==> config.mk <==
export PLATFORM = sky130hd
export DESIGN_NAME = hpdcache_core_arbiter_credit
export DESIGN_NICKNAME = d
export VERILOG_FILES = /design/src/rtl/hpdcache_core_arbiter_credit.sv
export SDC_FILE = /design/constraint.sdc
export NUM_CORES = 1
export LEC_CHECK = 0
export ABC_AREA = 1
export CAP_MARGIN = 20
export CORE_AREA = 2 2 169 171
export CTS_CLUSTER_DIAMETER = 120
export DETAILED_ROUTE_END_ITERATION = 12
export DIE_AREA = 0 0 171 173
export REMOVE_ABC_BUFFERS = 1
export SYNTH_ARGS = -nofsm -noshare
export SYNTH_HDL_FRONTEND = slang
export SYNTH_SLANG_ARGS = --single-unit
export TNS_END_PERCENT = 1
==> constraint.sdc <==
create_clock -name clk_i -period 5.2 [get_ports clk_i]
set_clock_uncertainty 0.1 [all_clocks]
set_input_delay 1.3 -clock clk_i [delete_from_list [all_inputs] [get_ports clk_i]]
set_output_delay 1.3 -clock clk_i [all_outputs]
set_load 0.005 [all_outputs]
==> src/rtl/hpdcache_core_arbiter_credit.sv <==
// Core-side requester arbiter for the HPDcache: fixed-priority or round-robin grant,
// per-requester outstanding-response credits, stage-2 alignment and response demux.
package hpdcache_core_arbiter_credit_pkg;
    typedef logic [31:0] hpdcache_req_t;
    typedef logic [7:0]  hpdcache_tag_t;

    typedef struct packed {
        logic uncacheable;
        logic io;
    } hpdcache_pma_t;

    typedef struct packed {
        logic [4:0]  sid;
        logic        error;
        logic [31:0] rdata;
    } hpdcache_rsp_t;
endpackage

module hpdcache_core_arbiter_credit #(
    parameter int  NREQ            = 4,
    parameter bit  ARB_RR          = 1'b1,
    parameter int  MAX_OUTSTANDING = 4,
    parameter int  SID_WIDTH       = 5,
    parameter type hpdcache_req_t  = hpdcache_core_arbiter_credit_pkg::hpdcache_req_t,
    parameter type hpdcache_tag_t  = hpdcache_core_arbiter_credit_pkg::hpdcache_tag_t,
    parameter type hpdcache_pma_t  = hpdcache_core_arbiter_credit_pkg::hpdcache_pma_t,
    parameter type hpdcache_rsp_t  = hpdcache_core_arbiter_credit_pkg::hpdcache_rsp_t
) (
    input  logic                 clk_i,
    input  logic                 rst_ni,

    input  logic [NREQ-1:0]      core_req_valid_i,
    output logic [NREQ-1:0]      core_req_ready_o,
    input  hpdcache_req_t        core_req_i          [NREQ],
    input  logic [NREQ-1:0]      core_req_need_rsp_i,
    input  logic [NREQ-1:0]      core_req_abort_i,
    input  hpdcache_tag_t        core_req_tag_i      [NREQ],
    input  hpdcache_pma_t        core_req_pma_i      [NREQ],

    input  logic                 core_rsp_valid_i,
    input  hpdcache_rsp_t        core_rsp_i,
    output logic [NREQ-1:0]      core_rsp_valid_o,
    output hpdcache_rsp_t        core_rsp_o          [NREQ],

    output logic                 arb_req_valid_o,
    input  logic                 arb_req_ready_i,
    output hpdcache_req_t        arb_req_o,
    output logic                 arb_abort_o,
    output hpdcache_tag_t        arb_tag_o,
    output hpdcache_pma_t        arb_pma_o,
    output logic                 arb_s2_valid_o,

    output logic                 idle_o,
    output logic                 err_o
);

    localparam int CW = $clog2(MAX_OUTSTANDING + 1);
    localparam int IW = (NREQ > 1) ? $clog2(NREQ) : 1;

    logic [CW-1:0]  cnt_q [NREQ];
    logic [CW-1:0]  cnt_d [NREQ];
    logic [IW-1:0]  ptr_q;
    logic [IW-1:0]  lock_q;
    logic           lock_act_q;
    logic [NREQ-1:0] gnt_q;
    logic           s2_q;
    logic           need_q;
    logic           err_q;

    logic [NREQ-1:0] eligible;
    logic [NREQ-1:0] gnt;
    logic [IW-1:0]   win_idx;
    logic            found;
    logic            lock_lost;
    logic            hs;
    logic            need_sel;
    logic [NREQ-1:0] inc;
    logic [NREQ-1:0] dec_abt;
    logic            cnt_err;
    logic            bad_sid;
    logic [SID_WIDTH-1:0] rsp_sid;
    int              idx;
    int              sum;

    always_comb begin
        for (int i = 0; i < NREQ; i++) begin
            eligible[i] = core_req_valid_i[i] && (cnt_q[i] < CW'(MAX_OUTSTANDING));
        end
    end

    // A stalled grant stays on lock_q; if that requester drops valid the lock is
    // released and normal arbitration takes over in the same cycle.
    always_comb begin
        gnt       = '0;
        win_idx   = '0;
        found     = 1'b0;
        lock_lost = 1'b0;
        idx       = 0;
        if (lock_act_q) begin
            if (core_req_valid_i[lock_q]) begin
                gnt[lock_q] = 1'b1;
                win_idx     = lock_q;
                found       = 1'b1;
            end else begin
                lock_lost = 1'b1;
            end
        end
        if (!found) begin
            for (int k = 0; k < NREQ; k++) begin
                idx = (ARB_RR ? int'(ptr_q) : 0) + k;
                if (idx >= NREQ) idx = idx - NREQ;
                if (!found && eligible[idx]) begin
                    gnt[idx] = 1'b1;
                    win_idx  = IW'(idx);
                    found    = 1'b1;
                end
            end
        end
    end

    assign arb_req_valid_o  = |gnt;
    assign hs               = arb_req_valid_o && arb_req_ready_i;
    assign core_req_ready_o = arb_req_ready_i ? gnt : '0;

    always_comb begin
        arb_req_o = '0;
        arb_tag_o = '0;
        arb_pma_o = '0;
        need_sel  = 1'b0;
        for (int i = 0; i < NREQ; i++) begin
            if (gnt[i]) begin
                arb_req_o = core_req_i[i];
                need_sel  = core_req_need_rsp_i[i];
            end
            if (gnt_q[i]) begin
                arb_tag_o = core_req_tag_i[i];
                arb_pma_o = core_req_pma_i[i];
            end
        end
    end

    assign arb_abort_o    = |(gnt_q & core_req_abort_i);
    assign arb_s2_valid_o = s2_q;

    assign rsp_sid = core_rsp_i.sid;
    assign bad_sid = core_rsp_valid_i && (int'(rsp_sid) >= NREQ);

    always_comb begin
        for (int i = 0; i < NREQ; i++) begin
            core_rsp_valid_o[i] = core_rsp_valid_i && (int'(rsp_sid) == i);
            core_rsp_o[i]       = core_rsp_i;
        end
    end

    // Net counter change is inc - abort - response, clamped to [0, MAX_OUTSTANDING].
    always_comb begin
        cnt_err = 1'b0;
        sum     = 0;
        for (int i = 0; i < NREQ; i++) begin
            inc[i]     = hs && gnt[i] && core_req_need_rsp_i[i];
            dec_abt[i] = s2_q && gnt_q[i] && core_req_abort_i[i] && need_q;
            sum = int'(cnt_q[i]) + (inc[i] ? 1 : 0) - (dec_abt[i] ? 1 : 0)
                - (core_rsp_valid_o[i] ? 1 : 0);
            if (sum < 0) begin
                cnt_d[i] = '0;
                cnt_err  = 1'b1;
            end else if (sum > MAX_OUTSTANDING) begin
                cnt_d[i] = CW'(MAX_OUTSTANDING);
                cnt_err  = 1'b1;
            end else begin
                cnt_d[i] = CW'(sum);
            end
        end
    end

    always_ff @(posedge clk_i or negedge rst_ni) begin
        if (!rst_ni) begin
            ptr_q      <= '0;
            lock_q     <= '0;
            lock_act_q <= 1'b0;
            gnt_q      <= '0;
            s2_q       <= 1'b0;
            need_q     <= 1'b0;
            err_q      <= 1'b0;
            for (int i = 0; i < NREQ; i++) cnt_q[i] <= '0;
        end else begin
            if (hs) begin
                gnt_q  <= gnt;
                need_q <= need_sel;
                if (ARB_RR) begin
                    ptr_q <= (win_idx == IW'(NREQ - 1)) ? '0 : win_idx + 1'b1;
                end
            end
            s2_q       <= hs;
            lock_act_q <= arb_req_valid_o && !arb_req_ready_i;
            if (arb_req_valid_o && !arb_req_ready_i) lock_q <= win_idx;
            err_q <= err_q | bad_sid | cnt_err | lock_lost;
            for (int i = 0; i < NREQ; i++) cnt_q[i] <= cnt_d[i];
        end
    end

    always_comb begin
        idle_o = !s2_q;
        for (int i = 0; i < NREQ; i++) begin
            if (cnt_q[i] != '0) idle_o = 1'b0;
        end
    end

    assign err_o = err_q;

endmodule

# [Word-level counts from Yosys, hierarchy flattened]
# Cells that the tools add are included.
[classes] addsub=20 order_cmp=27 eq_ne=4 n_mux=109 bitwise=8 n_reduce_logical=53
[op_table] op="$mux W32" count=12
[op_table] op="$ge A32 B1 Y1 const B" count=4
[op_table] op="$lt A32 B4 Y1 const B" count=4
[op_table] op="$mux W1" count=52
[op_table] op="$mux W4" count=11
[op_table] op="$logic_and A1 B1 Y1" count=40
[op_table] op="$mux W8" count=4
[op_table] op="$gt A6 B4 Y1 const B" count=4
[op_table] op="$lt A6 B1 Y1 const B" count=4
[op_table] op="$mux W2" count=12
[op_table] op="$mux W3" count=8
[op_table] op="$sub A5 B2 Y6" count=4
[op_table] op="$sub A4 B1 Y5" count=4
[op_table] op="$add A3 B1 Y4" count=4
[op_table] op="$or A4 B4 Y4" count=4
[op_table] op="$lt A3 B3 Y1 const B" count=4
[op_table] op="$reduce_bool A3 Y1" count=4
[op_table] op="$sub A3 B3 Y4 const B" count=3
[op_table] op="$bmux W1 S2" count=5
[op_table] op="$demux W1 S2" count=5
[op_table] op="$eq A5 B3 Y1 const B" count=2
[op_table] op="$ge A3 B3 Y1 const B" count=3
[op_table] op="$reduce_or A4 Y1" count=2
[op_table] op="$add A2 B2 Y3 const B" count=2
[op_table] op="other kinds (13)" count=20
[totals] ff_bits=24 output_inout_bits=207

# [Depth between registers and ports, before layout]
# Gate-level depths: netlist of run 1.
[logic_depth] word_depth=42 ltp_mapped=31 ltp_nobuf=30

# [Least setup slack after synthesis of run 1]
# Ideal clock, no wire load.
[synth_path] kind="input -> register" startpoint="input port core_req_valid_i[3]" endpoint="register err_q (netlist: err_o)" arrival_ns=4.621 required_ns=4.971 path_slack_ns=0.351 path_stages=30 n_path_buf=2 cell_sequence="nand2_1 > nand2_1 > nand2_1 > nand2_2 > nand2_4 > nand2_4 > buf_6 > nand3_1 > nand2_1 > nand3b_4 > nand2_4 > buf_6 > nor2_4 > inv_2 > nor2_1 > inv_1 > ha_1 > inv_1 > ha_1 > fa_1 > inv_1 > ha_1 > and2_1 > nor2_1 > a21oi_1 > nand3b_1 > nor2_1 > inv_1 > nor4_1 > nand2_1"
[synth_via] elab_chain_cells=39
[synth_rtl] element="from (decl)" line="32" rtl="input logic [NREQ-1:0] core_req_valid_i,"
[synth_rtl] element="$bmux W1 S2" line="100" rtl="if (core_req_valid_i[lock_q]) begin"
[synth_rtl] element="$mux W1 (implied by the code)" line="100"
[synth_rtl] element="$mux W1" line="100"
[synth_rtl] element="$mux W1" line="99" rtl="if (lock_act_q) begin"
[synth_rtl] element="$logic_not A1 Y1" line="112" rtl="if (!found && eligible[idx]) begin"
[synth_rtl] element="$logic_and A1 B1 Y1" line="112"
[synth_rtl] element="$mux W1" line="112"
[synth_rtl] element="$mux W1" line="108" rtl="if (!found) begin"
[synth_rtl] element="(+23 left out)"
[synth_rtl] element="$mux W1" line="167" rtl="end else if (sum > MAX_OUTSTANDING) begin"
[synth_rtl] element="$mux W1" line="164" rtl="if (sum < 0) begin"
[synth_rtl] element="$mux W1" line="167"
[synth_rtl] element="$mux W1" line="164"
[synth_rtl] element="$mux W1" line="167"
[synth_rtl] element="$mux W1" line="164"
[synth_rtl] element="$or A1 B1 Y1" line="197" rtl="err_q <= err_q | bad_sid | cnt_err | lock_lost;"
[synth_rtl] element="$or A1 B1 Y1 *" line="197"
[synth_rtl] element="to (signal assigned)" line="197"
[synth_rtl] element="to (decl)" line="68" rtl="logic err_q;"
# Mark *: on every way between the ends. The rest lies on a longest branch, timed or not. The select of a mux whose other input is x is not followed.
# A chain may end at the register's enable or synchronous reset.

# [Final worst setup path of run 1]
[layout_path] startpoint="input port core_req_valid_i[1]" endpoint="output port arb_req_o[25]"
[layout_via] elab_chain_cells=24
[layout_rtl] element="$bmux W1 S2" line="100"
[layout_rtl] element="$mux W1 (implied by the code)" line="100"
[layout_rtl] element="$mux W1" line="100"
[layout_rtl] element="$mux W1" line="99"
[layout_rtl] element="$logic_not A1 Y1" line="112"
[layout_rtl] element="$logic_and A1 B1 Y1" line="112"
[layout_rtl] element="$mux W1" line="112"
[layout_rtl] element="$mux W1" line="108"
[layout_rtl] element="(+6 left out)"
[layout_rtl] element="$mux W1" line="112"
[layout_rtl] element="$mux W1" line="108"
[layout_rtl] element="$logic_not A1 Y1" line="112"
[layout_rtl] element="$logic_and A1 B1 Y1" line="112"
[layout_rtl] element="$mux W4" line="112"
[layout_rtl] element="$mux W4 *" line="108"
[layout_rtl] element="$mux W32 (3 in series)" line="131" rtl="if (gnt[i]) begin"
[layout_rtl] element="$mux W32 *" line="131"
[layout_rtl] element="to (decl)" line="47" rtl="output hpdcache_req_t arb_req_o,"
# Marked as above.

==> flow_metrics.py, run 1 <==
metrics = {
    "run_status": {
        "status": "finished clean",
    },
    "sta": {
        "fmax_ghz": 0.2003,
        "worst_pin_slew_ns": 0.7654,
        "relSlewSlack_pct": 48.97,
        "fin_crit_sh_pct": 96.00,
        "grt_setup_unrepaired": "false",
        "setup_viol": 0,
        "slew_violations": 0,
        "final.min_clock_period_ns": 4.992,
        "report.final.hold_viol_count": 0,
        "setup_tns_ns": 0,
    },
    "power": {
        "power_w": 0.005316,
        "vdd_drop_max_mv": 0.3323,
        "cellPowerDensity_mw_per_mm2": 647.1,
        "leakagePower_nw": 3.830,
    },
    "global_routing": {
        "grt_overflow_total": 0,
        "grt_pass1_vias": 5621,
        "grt_pass1_wl_um": 34760,
        "grt_max_degree": 25,
        "antenna_found_initial": 0,
        "grt_usage_pct": 15.52,
    },
    "route": {
        "wl_per_cell_um": 17.80,
        "wirelength_um": 24300,
        "drtAntennaViolNets": 0,
        "first_pass_iters": 7,
        "routed_via_density": 4.256,
        "vias": 5809,
        "drtIter0Drc": 310,
        "drc": 0,
    },
    "synth": {
        "synth-edff-count": 0,
        "postSynthAreaPerCell_um2": 6.753,
        "ys_dominant_reg_cell": "dfrtp_1",
        "netlist.area_leader.share_pct": 20.95,
        "synth_area_leaders": "buf_4, nand2_1, dfrtp_1, ha_1, inv_1",
        "syn_area_mm2": 0.005625,
        "ys_seq_elements": 24,
        "synthArstFlopShare_pct": 100.0,
        "netlist_instances": 833,
        "yosys.area.top_type": "buf_4",
        "ys_seq_area_share_pct": 10.68,
        "synth_warnings": 0,
        "synth_cell_types": 43,
    },
    "final_layout": {
        "layout.cells.non_filler": 1365,
        "post-route-util_pct": 29.73,
        "antenna_cells": 0,
        "final_common_cell": "clkdlybuf4s50_1",
        "final_cell_mix": "clkdlybuf4s50_1, nand2_1, inv_1, nor2_1",
        "nNetsFinal": 1246,
        "drive_gt1_share_pct": 20.16,
        "synthToLayoutAreaGrowth_pct": 46.04,
    },
    "place": {
        "port-buffer-count": 263,
        "numPlacedInstances": 1357,
        "dp_hpwl_um": 20520,
        "gp_congestion": 0.8495,
    },
    "clocking": {
        "clock-sinks": 24,
        "cts_tree": "done",
        "ctsHtreeMaxLevel": 1,
        "clockBufferDepth": 2,
        "clkLatencyLatePin_ns": 0.26,
        "path_clk_slew_ns": 0.07,
        "clock-root-buffer": "clkbuf_16",
        "cts_buffers": 3,
    },
    "critical_path": {
        "worst_ep_arrival_time_ns": 3.59,
        "r2r_setup_slack_ns": 0.69,
        "critPathMaxFanout": 15,
        "crit_path_end_kind": "output pin",
        "crit_type": "in -> out",
        "start_kind": "input port",
        "cp.required_ns": 3.80,
    },
    "floorplanning": {
        "dieArea_mm2": 0.02958,
        "core-area_mm2": 0.02763,
        "die_x_um": 171,
        "initial_core_util_pct": 20.36,
        "ios": 429,
        "die_height_um": 173,
        "rows": 61,
    },
    "min_path": {
        "hold_class": "reg -> reg",
    },
    "run": {
        "maxCapViolCount": 0,
    },
}
==> area by class of cell <==
type	count	area, um2
clock buffers	4	88.84
well taps	378	473.0
fillers	3006	19410
multi-input cells	527	3329
repair buffers	330	3316
inverters	102	407.9
flip-flops and latches	24	600.6
==> sequential cells by signal, indices dropped and copies added (netlist names) <==
signal / flops
err_o: 1
ptr_q: 2
gnt_q: 4
lock_act_q: 1
lock_q: 2
arb_s2_valid_o: 1
need_q: 1
cnt_q: 12
==> synth_stat cells, drive strengths merged, types with 4 or more instances <==
library cell,count
nand3,66
nand4,10
dfrtp,24
nor4,7
a221oi,10
nor2,85
o211ai,17
o31ai,10
nor3,4
inv,100
fa,4
buf,174
a21oi,57
nand3b,4
ha,32
clkbuf,6
nand2,189
o21ai,12
xor2,9
==> metal layers <==
| layer | routed length, um | vias to the layer above | GRT usage, % |
|---|---|---|---|
| li1 | - | 2840 | - |
| met1 | 9879 | 2574 | 18.84 |
| met2 | 10230 | 361 | 23.03 |
| met3 | 3701 | 30 | 9.339 |
| met4 | 326 | 4 | 2.966 |
| met5 | 161 | - | 5.518 |
==> metrics by stage <==
| stage | setup WS [ns] | area [um2] | hold slack (ns) |
|---|---|---|---|
| after CTS | -0.09231 | 8114 | 0.4405 |
| after detailed placement | -0.2662 | 7999 | 0.4253 |
| after global placement | -0.2143 | 7999 | 0.4174 |
| after floorplan | 0.1281 | 4270 | 0.3570 |
| final | 0.2081 | 8215 | 0.4438 |
| after global routing | 0.01573 | 8215 | 0.4823 |
==> where the power goes <==
group	switching (W)	internal (W)
Combinational	0.00238	0.00238
Sequential	0.000109	0.000253
Clock	0.0000714	0.000118
Total	0.00256	0.00275
==> final timing paths <==
check	start	end	cells after the start
min in group asynchronous	rst_ni	cnt_q[2]	2
max in group asynchronous	rst_ni	lock_q[0]	2
worst max register to register	ptr_q[0]	err_o	29
worst min-delay path	need_q	need_q	2
worst min register to register	need_q	need_q	2
worst max-delay path	core_req_valid_i[1]	arb_req_o[25]	16
==> worst max-delay path: stages <==
cell             delay, ns
dlygate4sd2_1         0.27
nand2_1               0.08
nand2_1               0.05
nand2_1               0.08
nand2_2               0.07
nand2_4               0.09
buf_4                 0.16
inv_1                 0.08
o21ai_0               0.14
nand2_2               0.16
buf_12                0.17
buf_12                0.15
nand2_1               0.08
o211ai_2              0.08
a21oi_2               0.12
clkdlybuf4s50_1       0.50
==> logic make-up (layout without fill, tap and decap cells) <==
group,count (synthesis),in the layout,share of synthesized area (%)
buffers and inverters,282,436,31.12
and+or+nand+nor,369,369,31.69
adders and majority gates,36,36,8.541
DFF,24,24,10.68
xor gates and xnor gates,10,10,1.557
AOI/OAI and AO/OA,112,112,16.41
==> timing repair <==
| item | in CTS | in global routing |
|---|---|---|
| setup endpoints to repair | 34 | 35 |
| buffers inserted | 0 | 4 |
| resized for setup | 29 | 25 |
| pin swaps | 1 | 2 |
| hold buffers | 0 | 0 |
(Power assumes the default switching activity.)
==> run 2: changes to the inputs <==
- CORE_AREA: 2 2 169 171 -> 2 2 167 169
- DIE_AREA: 0 0 171 173 -> 0 0 169 171
- clock period: 5.2 -> 4.05 ns (I/O delays scaled with it)
==> flow_metrics.py, run 2 (synthesized netlist as in run 1, its figures left out) <==
metrics = {
    "global_routing": {
        "grt_pass1_vias": 5706,
        "grt_usage_pct": 15.57,
        "grt_pass1_wl_um": 34500,
        "grt_max_degree": 67,
        "grt_overflow_total": 0,
        "antenna_found_initial": 0,
    },
    "sta": {
        "slew_violations": 0,
        "fmax_ghz": 0.2335,
        "setup_tns_ns": -0.6150,
        "worst_pin_slew_ns": 0.4957,
        "final.min_clock_period_ns": 4.283,
        "fin_crit_sh_pct": 105.8,
        "setup_viol": 8,
        "setup_slack_ns": -0.2335,
        "report.final.hold_viol_count": 0,
        "relSlewSlack_pct": 66.95,
        "grt_setup_unrepaired": "true",
    },
    "final_layout": {
        "nFillCells": 2972,
        "register_area_um2": 600.6,
        "layout.cells.non_filler": 1354,
        "synthToLayoutAreaGrowth_pct": 49.89,
        "nNetsFinal": 1267,
        "largest_reg_flops": 12,
        "largest-register": "cnt_q",
        "final_cell_mix": "clkdlybuf4s50_1, nand2_1, inv_1, nor2_1, buf_4",
        "drive_gt1_share_pct": 28.57,
        "antenna_cells": 0,
        "final_common_cell": "clkdlybuf4s50_1",
        "reg_top3": "cnt_q x12, gnt_q x4",
        "multi_input_area_mm2": 0.003533,
    },
    "power": {
        "power_w": 0.006818,
        "pwr-share-clk_pct": 3.5,
        "leakagePower_nw": 3.892,
        "vdd_drop_max_mv": 0.3873,
        "cellPowerDensity_mw_per_mm2": 808.6,
        "cellInternalPower_w": 0.003397,
        "power.switching_w": 0.003420,
        "combPwrFrac_pct": 90.3,
        "seqPwrFrac_pct": 6.2,
        "switching_share_pct": 50.17,
    },
    "run_status": {
        "violations": "setup timing",
        "status": "finished with violations",
    },
    "place": {
        "gp_congestion": 0.8654,
        "pre_cts_ws_ns": -1.067,
        "port-buffer-count": 263,
        "dp_hpwl_um": 19830,
        "numPlacedInstances": 1339,
    },
    "critical_path": {
        "crit_path_top_delay_cell": "fa_1",
        "reg2reg_depth": 29,
        "critPathMaxFanout": 4,
        "start_kind": "input port",
        "cp_common_cell": "nand2_4",
        "cp.required_ns": 4.09,
        "crit_path_end_kind": "flip-flop",
        "critPathMaxStageDelay_ns": 0.52,
        "crit_type": "in -> reg",
        "worst_ep_arrival_time_ns": 4.32,
    },
    "floorplanning": {
        "ios": 429,
        "die_height_um": 171,
        "die_x_um": 169,
        "rows": 61,
        "dieArea_mm2": 0.02890,
        "initial_core_util_pct": 20.59,
        "core-area_mm2": 0.02732,
    },
    "clocking": {
        "clkLatencyLatePin_ns": 0.26,
        "cts_tree": "done",
        "clock-sinks": 24,
        "cts_buffers": 3,
        "clockBufferDepth": 2,
        "path_clk_slew_ns": 0.06,
        "ctsHtreeMaxLevel": 1,
        "clock-root-buffer": "clkbuf_16",
    },
    "route": {
        "routed_via_density": 4.385,
        "vias": 5937,
        "drtAntennaViolNets": 0,
        "first_pass_iters": 4,
        "wirelength_um": 24230,
        "drtIter0Drc": 275,
        "wl_per_cell_um": 17.90,
        "drc": 0,
    },
    "run": {
        "maxCapViolCount": 0,
    },
    "min_path": {
        "worst_hold_path.num_cells": 2,
        "hold_class": "reg -> reg",
    },
}
-- run 2: path summary, 6_finish.rpt --
path | endpoint | from | slack (ns)
setup / recovery | err_o | core_req_valid_i[3] | -0.23
setup reg to reg | err_o | ptr_q[1] | -0.05
hold reg to reg | need_q | need_q | 0.37
max in group asynchronous | cnt_q[4] | rst_ni | 2.59
hold / removal | need_q | need_q | 0.37
min in group asynchronous | gnt_q[2] | rst_ni | 1.03
-- run 2: power groups by stage --
stage               logic (W)  registers (W)  clock network (W)
floorplan             0.00304       0.000419                  0
global placement      0.00604       0.000419                  0
detailed placement    0.00604       0.000420                  0
CTS                   0.00611       0.000419           0.000239
global route          0.00680       0.000434           0.000249
finish                0.00616       0.000422           0.000236
-- run 2: cell type report --
cell class	count	share of cell area (%)
Timing Repair Buffer	351	39.98
Clock buffer	4	1.054
Multi-Input combinational cell	527	41.91
Inverter	102	4.808
Sequential cell	24	7.123
Tap cell	346	5.134
-- run 2: worst max-delay path, delay by kind of cell --
kind | cells | cell delay, ns
simple gates | 19 | 1.83
fa+ha+maj | 4 | 1.07
buf+inv | 6 | 0.36
compound gates | 1 | 0.04
-- run 2: per-layer routing --
| layer | track usage, % | vias up | routed length, um |
|---|---|---|---|
| li1 | - | 2877 | - |
| met1 | 19.12 | 2688 | 10210 |
| met2 | 23.61 | 354 | 10280 |
| met4 | 1.375 | 4 | 89 |
| met3 | 9.484 | 14 | 3534 |
| met5 | 5.217 | - | 121 |
-- run 2: timing repair --
| item | 4_1_cts | 5_1_grt |
|---|---|---|
| setup endpoints to repair | 50 | 47 |
| pin swaps | 25 | 29 |
| resized for setup | 116 | 83 |
| hold buffers | 0 | 0 |
| gates cloned | 1 | 0 |
| setup buffers | 5 | 5 |
-- run 2: through the flow --
stage	hold slack [ns]	instance area [um2]	utilization, %
global placement	0.3681	7964	29.15
CTS	0.3804	8279	30.30
detailed placement	0.3661	7964	29.15
floorplan	0.3570	4270	-
finish	0.3749	8432	30.86
global route	0.3997	8432	30.86
==> run 3: changes to the inputs <==
- HOLD_SLACK_MARGIN: default -> 0.02
==> results of run 3 <==
Final layout, timing and power as in run 2 (identical DEF).
